**src/rtl/hid_key_decoder.sv**
```systemverilog
// Boot-keyboard report scanner: detects new key presses and queues them in a FWFT event FIFO.
// Define HID_ASCII_EN to translate usage codes to ASCII at push time; default pushes raw codes.
//
// state | meaning
// IDLE  | waiting for a report strobe; all-0x01 rollover reports are dropped here
// SCAN  | evaluating one keycode slot per cycle against the previous report
module hid_key_decoder #(
    parameter int FIFO_DEPTH = 8
) (
    input  logic        axi_clk,
    input  logic        rst,
    input  logic [63:0] usb_data_i,
    input  logic        usb_data_valid_i,
    output logic [7:0]  key_o,
    output logic [7:0]  mod_o,
    output logic        key_valid_o,
    input  logic        key_ready_i,
    output logic        overflow_o,
    input  logic        ovf_clr_i
);

    localparam int AW = (FIFO_DEPTH > 1) ? $clog2(FIFO_DEPTH) : 1;
    localparam logic [AW:0] DEPTH_C = (AW + 1)'(FIFO_DEPTH);

    typedef enum logic {
        IDLE,
        SCAN
    } state_t;

    state_t        state;
    logic [2:0]    slot;
    logic [63:0]   report;
    logic [47:0]   prev_keys;

    logic [7:0]    code;
    logic          held;
    logic          phantom;
    logic [7:0]    xlat_code;
    logic          xlat_ok;

    logic          push;
    logic          push_ok;
    logic          pop;
    logic          full;
    logic          ovf_set;

    logic [7:0]    mem_key [FIFO_DEPTH];
    logic [7:0]    mem_mod [FIFO_DEPTH];
    logic [AW-1:0] wr_ptr;
    logic [AW-1:0] rd_ptr;
    logic [AW:0]   count;

    always_comb begin
        code = 8'h00;
        case (slot)
            3'd0:    code = report[23:16];
            3'd1:    code = report[31:24];
            3'd2:    code = report[39:32];
            3'd3:    code = report[47:40];
            3'd4:    code = report[55:48];
            3'd5:    code = report[63:56];
            default: code = 8'h00;
        endcase
    end

    always_comb begin
        held = 1'b0;
        for (int i = 0; i < 6; i++) begin
            if (prev_keys[8*i +: 8] == code) begin
                held = 1'b1;
            end
        end
    end

    assign phantom = (usb_data_i[63:16] == {6{8'h01}});

`ifdef HID_ASCII_EN
    logic shift;
    assign shift = report[1] | report[5];

    always_comb begin
        xlat_ok   = 1'b1;
        xlat_code = 8'h00;
        if (code >= 8'h04 && code <= 8'h1D) begin
            xlat_code = (shift ? 8'h41 : 8'h61) + (code - 8'h04);
        end else if (code >= 8'h1E && code <= 8'h26) begin
            xlat_code = 8'h31 + (code - 8'h1E);
        end else if (code == 8'h27) begin
            xlat_code = 8'h30;
        end else if (code == 8'h28) begin
            xlat_code = 8'h0D;
        end else if (code == 8'h2C) begin
            xlat_code = 8'h20;
        end else begin
            xlat_ok = 1'b0;
        end
    end
`else
    assign xlat_ok   = 1'b1;
    assign xlat_code = code;
`endif

    assign full        = (count == DEPTH_C);
    assign key_valid_o = (count != '0);
    assign pop         = key_valid_o && key_ready_i;
    assign push        = (state == SCAN) && (code != 8'h00) && (code != 8'h01) && !held && xlat_ok;
    // A full FIFO still accepts a push when the head leaves in the same cycle.
    assign push_ok     = push && (!full || pop);
    assign ovf_set     = (push && full && !pop) || (usb_data_valid_i && state == SCAN);

    assign key_o = key_valid_o ? mem_key[rd_ptr] : 8'h00;
    assign mod_o = key_valid_o ? mem_mod[rd_ptr] : 8'h00;

    always_ff @(posedge axi_clk or posedge rst) begin
        if (rst) begin
            state     <= IDLE;
            slot      <= 3'd0;
            report    <= 64'h0;
            prev_keys <= 48'h0;
        end else begin
            case (state)
                IDLE: begin
                    if (usb_data_valid_i && !phantom) begin
                        report <= usb_data_i;
                        slot   <= 3'd0;
                        state  <= SCAN;
                    end
                end
                SCAN: begin
                    if (slot == 3'd5) begin
                        prev_keys <= report[63:16];
                        slot      <= 3'd0;
                        state     <= IDLE;
                    end else begin
                        slot <= slot + 3'd1;
                    end
                end
                default: state <= IDLE;
            endcase
        end
    end

    always_ff @(posedge axi_clk) begin
        if (push_ok) begin
            mem_key[wr_ptr] <= xlat_code;
            mem_mod[wr_ptr] <= report[7:0];
        end
    end

    always_ff @(posedge axi_clk or posedge rst) begin
        if (rst) begin
            wr_ptr     <= '0;
            rd_ptr     <= '0;
            count      <= '0;
            overflow_o <= 1'b0;
        end else begin
            if (push_ok) begin
                wr_ptr <= wr_ptr + AW'(1);
            end
            if (pop) begin
                rd_ptr <= rd_ptr + AW'(1);
            end
            case ({push_ok, pop})
                2'b10:   count <= count + (AW + 1)'(1);
                2'b01:   count <= count - (AW + 1)'(1);
                default: count <= count;
            endcase
            if (ovf_set) begin
                overflow_o <= 1'b1;
            end else if (ovf_clr_i) begin
                overflow_o <= 1'b0;
            end
        end
    end

endmodule

```
**config.mk**
```make
export PLATFORM = sky130hd
export DESIGN_NAME = hid_key_decoder
export DESIGN_NICKNAME = d
export VERILOG_FILES = /design/src/rtl/hid_key_decoder.sv
export SDC_FILE = /design/constraint.sdc
export NUM_CORES = 1
export LEC_CHECK = 0
export CAP_MARGIN = 20
export CORE_ASPECT_RATIO = 0.7
export CORE_MARGIN = 4
export CORE_UTILIZATION = 30
export DETAILED_ROUTE_END_ITERATION = 7
export PLACE_DENSITY = 0.54
export SYNTH_ARGS = -nofsm -noshare
export SYNTH_HDL_FRONTEND = slang
export SYNTH_SLANG_ARGS = --single-unit
```
**constraint.sdc**
```tcl
create_clock -name axi_clk -period 4.3 [get_ports axi_clk]
set_input_delay 0.645 -clock axi_clk [delete_from_list [all_inputs] [get_ports axi_clk]]
set_output_delay 0.645 -clock axi_clk [all_outputs]
set_load 0.05 [all_outputs]
```
# Yosys cells after proc, flatten, opt, wreduce, memory -nomap -nowiden
# Memory sizes are Yosys's and may differ from the RTL's.
# Index checks and enable logic that the tools add are counted.
# classes
n_addsub	5
eq_ne	17
mux	20
bitwise	1
reduce_logical	22
# op_table
cell	n
48-bit by 41-bit == test with 1-bit output (second input constant)	1
8-bit == test	6
8-bit one-hot mux with 6 select lines	1
8-bit 2-to-1 mux	2
1-bit 2-to-1 mux	12
3-bit by 1-bit adder with 3-bit output (second input constant)	3
1-bit logical AND	9
8-bit by 1-bit inequality test with 1-bit output (second input constant)	1
4-bit one-hot mux with 2 select lines	1
8-bit nonzero test	1
3-bit by 2-bit == test with 1-bit output (second input constant)	2
3-bit == test (second input constant)	2
3-bit 2-to-1 mux	2
3-bit one-hot mux with 2 select lines	1
4-bit by 1-bit adder with 4-bit output (second input constant)	1
4-bit == test (second input constant)	1
1-bit zero test	4
2-bit AND reduction	2
2-bit nonzero test	2
4-bit nonzero test	1
4-bit by 1-bit subtractor with 4-bit output (second input constant)	1
3-bit by 1-bit == test with 1-bit output (second input constant)	1
3-bit zero test	1
2-bit by 1-bit == test with 1-bit output (second input constant)	1
5 further kinds	6
# word_totals
reg_bits	127
mem_bits_rw	128
in_bits	69
output_inout_bits	18
elab_cells	75
memories	2
# mem_list
name	words	width	rd	rd_ports_with_merged_regs	wr	line_no	text
mem_key	8	8	1	0	1	47	logic [7:0] mem_key [FIFO_DEPTH];
mem_mod	8	8	1	0	1	48	logic [7:0] mem_mod [FIFO_DEPTH];

# Logic depth before layout (Yosys ltp)
# logic_depth
word_depth	15
mapped_depth	23
depth_no_buf	18

# Worst setup path after synthesis
# Ideal clock, no wire load.
# synth_timing
path_type	register -> register
start	register slot[1]
end	memory mem_key[1][0] (enable)
setup_ps	430
arrival_time_ps	4269
required_time_ps	3870
setup_slack_ps	-399
stages_incl_launch_ff	16
path_buffers	5
period_less_slack_ps	4699
cell_sequence	dfrtp_1 -> buf_4 -> buf_6 -> buf_2 -> and2_1 -> ha_1 -> clkbuf_1 -> a221oi_1 -> and2_1 -> buf_2 -> a22oi_1 -> o2111ai_1 -> or3_1 -> and4_4 -> nand2_2 -> nor4_1
# synth_via
elab_chain_len	14
word_cells_on_any_way	28
cone_classes	eq/ne: 12; mux: 9; reduce/logical: 7
# synth_lines
element	line_no	text
from (decl)	31	logic [2:0] slot;
from (signal assigned)	135	slot <= slot + 3'd1;
3-bit == test (tied with other cells)	55	case (slot)
8-bit one-hot mux with 6 select lines *	55	
8-bit == test	69	if (prev_keys[8*i +: 8] == code) begin
1-bit 2-to-1 mux (6 in a row)	69	
1-bit zero test	106	assign push = (state == SCAN) && (code != 8'h00) && (code != 8'h01) && !held && xlat_ok;
1-bit logical AND *	106	
1-bit logical AND *	108	assign push_ok = push && (!full || pop);
1-bit 2-to-1 mux *	144	if (push_ok) begin
1-bit 2-to-1 mux (implied by the code) *	145	mem_key[wr_ptr] <= xlat_code;
to (decl)	47	
# Mark *: on every way between the ends. The rest lies on a longest branch, timed or not.

# Worst setup path after layout
# layout_timing
start	register slot[0]
end	register count[3]
# layout_via
elab_chain_len	14
word_cells_on_any_way	30
cone_classes	eq/ne: 14; mux: 8; reduce/logical: 8
# layout_lines
element	line_no	text
3-bit == test (tied with other cells)	55	
8-bit one-hot mux with 6 select lines *	55	
8-bit == test	69	
1-bit 2-to-1 mux (6 in a row)	69	
1-bit zero test	106	
1-bit logical AND *	106	
1-bit logical AND *	108	
2-bit by 1-bit == test with 1-bit output / 2-bit == test (equally long branches)	163	case ({push_ok, pop})
4-bit one-hot mux with 2 select lines / 2-bit nonzero test (equally long branches)	--	
to (signal assigned)	164	2'b10: count <= count + (AW + 1)'(1);
to (signal assigned)	165	2'b01: count <= count - (AW + 1)'(1);
to (signal assigned)	166	default: count <= count;
to (decl)	51	logic [AW:0] count;
# Marks and branches as above.
# A chain may end at the register's enable or synchronous reset.

==> impl_metrics.toml <==
[status]
status = "completed"

[floorplanning]
core_sq_um = 36200
die_y_microns = 169
rows = 58
io-pin-count = 87
dieArea_sq_um = 40300
fp.dieW_microns = 238
start_util_pct = 30.7

[clock_tree]
clkLatencyLatePin_ns = 0.53
cts.htree.levels = 1
cts_sinks = 247
cts_tree = "yes"
cts_hold_buf = 0
clk_pin_slew_ns = 0.07
cts-buffers-inserted = 25
clock_tree.buffer_depth = 3
clock-root-buffer = "clkbuf_16"

[setup_path]
worstSetupEndpointType = "flop"
r2r-start = "slot[0]"
reg2reg_to = "count[3]"
cp-start-kind = "flop"
ff2ff_path_depth = 17
critical_path_class = "flop to flop"
cp.required_ns = 4.74
cp_max_fo = 10
critPathArrivalTime_ns = 4.54
regToRegSetupSlack_ns = 0.20

[grt]
grt-ovfl-total = 0
grt_max_degree = 66
grt_pass1_wl_mm = 44.7
grt_pass1_vias = 7043
antenna_found_initial = 0
grt_usage_pct = 14.4

[hold_path]
holdPathEnd = "count[3]"
holdPathStages = 1
hold_start = "count[3]"
hp-class = "flop to flop"

[final_layout]
layout-drive-gt1-share_pct = 31.0
seq_area_sq_um = 6820
nets = 924
syn_to_final_growth_pct = 22.9
num_antenna_cells = 0
post-route-util_pct = 37.7
multiInputGateArea_sq_um = 4180
fill_cells = 3421
design_area_sq_um = 13700

[detailed_routing]
via_count = 6826
drc = 0
drt_pass1_iterations = 5
ant_nets = 0
routedWlPerCell_microns = 21.6
drt_iter0_markers = 604
wl_mm = 29.1
vias_per_cell = 5.06

[synthesis]
postSynthAreaPerCell_sq_um = 15.2
synth_edf_count = 128
yosysSeqAreaShare_pct = 61.3
yosys_warnings = 0
synth_nets = 807
synth_cell_types = 78
synthCells = 732
synth-seq-cells = 247
netlist_area_sq_um = 11100
synth_top_area_share_pct = 34.6
synth_area_leaders = "edfxtp_1 35%, dfrtp_1 27%, mux2_2 11%"
dominantRegCellSynth = "edfxtp_1"
async_reset_ff_share_pct = 48.2
synth_top_cell_by_area = "edfxtp_1"

[timing]
finalSetupViolations = 0
finalClockSkew_ns = 0.0169
period_needed_ns = 4.10
tightest_slew_ns = 0.717
fmax_mhz = 244
setup_tns_ns = 0
finalHoldViolCount = 0
layout_setup_ws_ns = 0.204
drv_slew = 0
post-route-period-util_pct = 95.3
relSlewSlack_pct = 52.2

[placement]
routabilityCongestion = 0.957
dp_hpwl_mm = 20.8
placed_area_sq_um = 12800
place_ws_ns = 0.117
numPortBuffers = 78

[flow_run]
cap_violations = 0
-- cells in the final DEF (no fill, tap or decap), types with 5 or more instances in the layout --
master / n
mux4_2: 33
xor2_1: 7
a22oi_1: 5
a22o_1: 5
edfxtp_1: 128
o211ai_1: 5
clkinv_2: 7
nand2_1: 24
nor2_1: 42
a211oi_1: 6
mux2_2: 108
nor4_2: 8
nand4b_1: 5
a21oi_1: 5
or4_1: 6
dfrtp_1: 117
clkbuf_16: 26
xnor2_1: 11
nor4b_1: 6
buf_4: 44
inv_1: 19
nand4_1: 7
mux2i_1: 22
nand3b_1: 7
nor4_1: 7
clkbuf_1: 6
buf_12: 5
nor2b_1: 6
clkdlybuf4s50_1: 78
o31ai_1: 5
-- synthesized netlist by cell type (all sizes together) (6+ instances only) --
cell and count:
nand3b 8, inv 20, o21ai 7, nor2 43
nor4b 6, a211oi 6, xnor2 12, buf 19
mux4 33, xor2 8, edfxtp 128, nor4 15
o211ai 6, nor2b 6, mux2i 23, or4 6
dfrtp 119, nand4 7, nand2 25, mux2 109
a21oi 7, clkbuf 19
-- routing by layer --
layer | wire length (microns) | vias to the layer above | share of wire, % | track usage [%]
met5 | 0 | - | 0 | 0
met1 | 14800 | 3465 | 51 | 22.9
met3 | 2000 | 36 | 6.9 | 3.01
met2 | 11800 | 215 | 41 | 20.1
li1 | - | 3110 | - | -
met4 | 529 | 0 | 1.8 | 2.85
-- how the worst max path moves through the flow --
stage | from | to | slack, ns | cells after the start
floorplan | slot[1] | mem_key[1][0] | -0.40 | 15
global placement | slot[0] | count[3] | 0.17 | 18
detailed placement | slot[0] | count[3] | 0.12 | 17
CTS | slot[0] | count[3] | 0.09 | 17
global route | slot[0] | count[3] | -0.004 | 17
finish | slot[0] | count[3] | 0.20 | 17
-- final cells by class --
type	count	share of cell area [%]
inverters	20	0.568
flip-flops and latches	247	49.9
repair buffers	128	9.05
multi-input cells	427	30.6
clock inverters	15	0.760
well taps	480	4.39
clock buffers	31	4.74
-- per-stage QoR --
step	hold slack, ns	instances
finish	0.521	1348
global route	0.552	1348
CTS	0.522	1345
detailed placement	0.512	1299
global placement	0.506	1299
floorplan	0.465	732
-- registers in the layout, indices dropped and copies added (netlist names) --
register	flops
count	4
mem_key	64
mem_mod	64
overflow_o	1
prev_keys	48
rd_ptr	3
report	56
slot	3
state	1
wr_ptr	3
-- cells by family (layout without fill, tap and decap cells) --
group	count (synthesis)	count (layout)	share of synthesized area, %
AND/OR/NAND/NOR	150	150	7.72
adder cells (fa/ha/maj)	6	6	0.743
XOR/XNOR	20	20	1.64
multiplexers	165	165	19.8
buffers and inverters	58	194	2.35
flip-flops	247	247	61.3
AO/OA/AOI/OAI	86	86	6.41
-- critical path, cell delays in order, from the launching register on --
cell,delay [ns]
dfrtp_2,0.44
buf_12,0.15
mux4_2,0.52
nand3b_4,0.18
o21ai_4,0.12
xor2_2,0.21
o2111ai_1,0.16
or4_1,0.54
and4_4,0.21
and4_4,0.23
nand2b_1,0.18
inv_1,0.10
ha_1,0.23
a21o_1,0.18
a21oi_2,0.17
nand2_1,0.09
o22ai_2,0.14
xor2_1,0.15
-- repair_timing --
action	in CTS	in global routing
gates resized for setup	0	17
setup endpoints to repair	0	1
hold endpoints to repair	0	0
setup buffers	0	2
Power is left out: the tool's default activity adds up to more than one toggle a clock period on the data nets, which glitch-free logic cannot reach.
==> patch, RTL diff (same settings) <==
Build with the macro `HID_ASCII_EN` defined.
--- a/src/rtl/hid_key_decoder.sv
+++ b/src/rtl/hid_key_decoder.sv
@@ -6,2 +6,4 @@
 // SCAN  | evaluating one keycode slot per cycle against the previous report
+`define HID_ASCII_EN
+
 module hid_key_decoder #(
Behaviour: not the same (Yosys sat finds a counterexample within 4 cycles, from zero or initial values and one cycle with rst high).
==> patch against the original RTL <==
Setup slack worse by 170 ps; synthesized area is 5.6% higher; wire length is 8.0% higher; sequential cell count stayed put; clock skew is 2.0 ps lower; final area is 8.2% higher; critical endpoint unchanged.
Power is not shown: default switching activity piles up to over one toggle a cycle in this logic, so the estimate is an artifact.
==> patch: results (changes against the original RTL) <==
| Metric | Value |
|---|---|
| Top cells by area, synth | `edfxtp_1 (33%), dfrtp_1 (25%), mux2_2 (11%), mux4_2 (6.1%), mux2i_1 (2.5%) (was edfxtp_1 (35%), dfrtp_1 (27%), mux2_2 (11%), mux4_2 (6.7%), mux2i_1 (2.1%))` |
| DR iter-0 viols | `626 (was 604)` |
| Global-route wire length before repair | `47.7 mm (was 44.7 mm)` |
| Hpwl dp | `22.5 mm (was 20.8 mm)` |
| Vias in the first global route | `7423 (was 7043)` |
| Fill cell count | `3649 (was 3421)` |
| Sequential share of the synthesized area | `58.1% (was 61.3%)` |
| Syn_nets | `918 (was 807)` |
| GR Util met1 | `23.8% (was 22.9%)` |
| Insertion delay to the later sink of the worst-skew pair | `about 540 ps` |
| Placed cells | `1462 (was 1299)` |
| Crit-path max FO | `6 (was 10)` |
| Cells after synthesis | `827 (was 732)` |
| DR top layer | `met4 (unchanged)` |
| Async set-reset flop share out of synthesis | `48.2% (unchanged)` |
| GR Layer Usage met2 | `19.5% (was 20.1%)` |
| Share of cells above drive strength 1 | `31.4% (was 31.0%)` |
| Met2 wire length | `12.2 mm (was 11.8 mm)` |
| Clk slew on worst S/H paths | `roughly 60 ps` |
| GRT Resource Usage Total | `14.6% (was 14.4%)` |
| Cts bufs inserted | `26 (was 25)` |
| Final Net Count | `1065 (was 924)` |
| Arr. time, crit path | `4670 ps (was 4540 ps)` |
| CTS Root Cell | `clkbuf_16 (unchanged)` |
| Number of port buffers | `78 (unchanged)` |
| Routed length on met1 | `16.4 mm (was 14.8 mm)` |
| Ys flop type | `edfxtp_1 (unchanged)` |
| DR pass1 iterations | `5 (unchanged)` |
| Crit path largest cell delay | `520 ps (was 540 ps)` |
| Post-Route Skew | `14.9 ps (was 16.9 ps)` |
| GPL Wtd Cong | `0.927 (was 0.957)` |
| GR Util met3 | `3.06% (was 3.01%)` |
| WL per Instance | `20.7 um (was 21.6 um)` |
| Max clock buf depth | `3 (unchanged)` |
| YS warnings | `0 (unchanged)` |
| Reg2reg path depth | `22 (was 17)` |
| Met3 routed wirelength | `2.12 mm (was 2.00 mm)` |
| Worst Hold Depth | `2 (was 1)` |
| Initial antenna violation count | `0 (unchanged)` |
| Routed via count | `7500 (was 6826)` |
| Status | `finished, final reports clean (unchanged)` |
| Final wirelength | `31.5 mm (was 29.1 mm)` |
| Synth top cells by count | `edfxtp_1 (128), dfrtp_1 (119), mux2_2 (111), nor2_1 (39), nand2_1 (38) (was edfxtp_1 (128), dfrtp_1 (119), mux2_2 (108), nor2_1 (43), mux4_2 (33))` |
| N_diodes | `0 (unchanged)` |
| Post-synth EDFFs | `128 (unchanged)` |
| Actual slew at the worst max-slew pin | `1060 ps (was 717 ps)` |
| Top flop regs | `mem_key (64), mem_mod (64), report (56) (unchanged)` |
| Class of the worst hold path | `flip-flop to flip-flop (unchanged)` |
| Top delay family on crit path | `simple AND/OR/NAND/NOR gates (unchanged)` |
| Netlist cell types | `75 (was 78)` |
| Htree depth | `1 (unchanged)` |
| Largest net degree at the start of global routing | `78 (was 66)` |
-- patch: cell type report --
cell class                      instances  area, sq um  area share (%)
Clock inverter                         13          103           0.694
Tap cell                              527          659            4.46
Multi-Input combinational cell        516         4820            32.6
Timing Repair Buffer                  160         1560            10.5
Sequential cell                       247         6820            46.1
Inverter                               23         88.8           0.601
Clock buffer                           35          737            4.98
-- patch: path summary, 6_finish.rpt --
path	slack, ps	end	startpoint
max in group asynchronous	2890	report[17]	rst
setup / recovery	30	count[3]	slot[2]
hold / removal	510	overflow_o	overflow_o
min in group asynchronous	560	report[53]	rst
setup reg to reg	30	count[3]	slot[2]
hold reg to reg	510	overflow_o	overflow_o
-- patch: cell families (layout without fill, tap and decap cells) --
logic type / after synthesis / after routing / share of synthesized area, %
mux: 174 / 174 / 19.5
xor+xnor: 45 / 45 / 3.36
simple gates: 176 / 176 / 8.37
fa+ha+maj: 22 / 22 / 2.41
compound gates: 99 / 99 / 5.88
flops: 247 / 247 / 58.1
buf+inv: 64 / 231 / 2.43
-- patch: timing repair --
item                       in CTS  in global routing
cloned                          0                  1
setup buffers                   3                  7
setup endpoints to repair       1                120
resized for setup               0                 15
pin swaps                       1                  9
-- patch: per-stage QoR --
stage | setup TNS (ps) | hold slack [ps] | util, % | setup slack, ps | area [sq um]
finish | 0 | 506 | 38.4 | 33.3 | 14800
global route | -126 | 529 | 38.4 | -126 | 14800
global placement | 0 | 486 | 35.8 | 71.8 | 13800
detailed placement | 0 | 497 | 35.8 | 9.68 | 13800
CTS | 0 | 511 | 38.0 | 12.0 | 14700
floorplan | -2520 | 469 | - | -181 | 11900
-- patch: tightest hold or removal path, stage by stage (launching register included) --
cell and delay (ps):
dfrtp_1 340, a22oi_1 60, o21ai_0 60
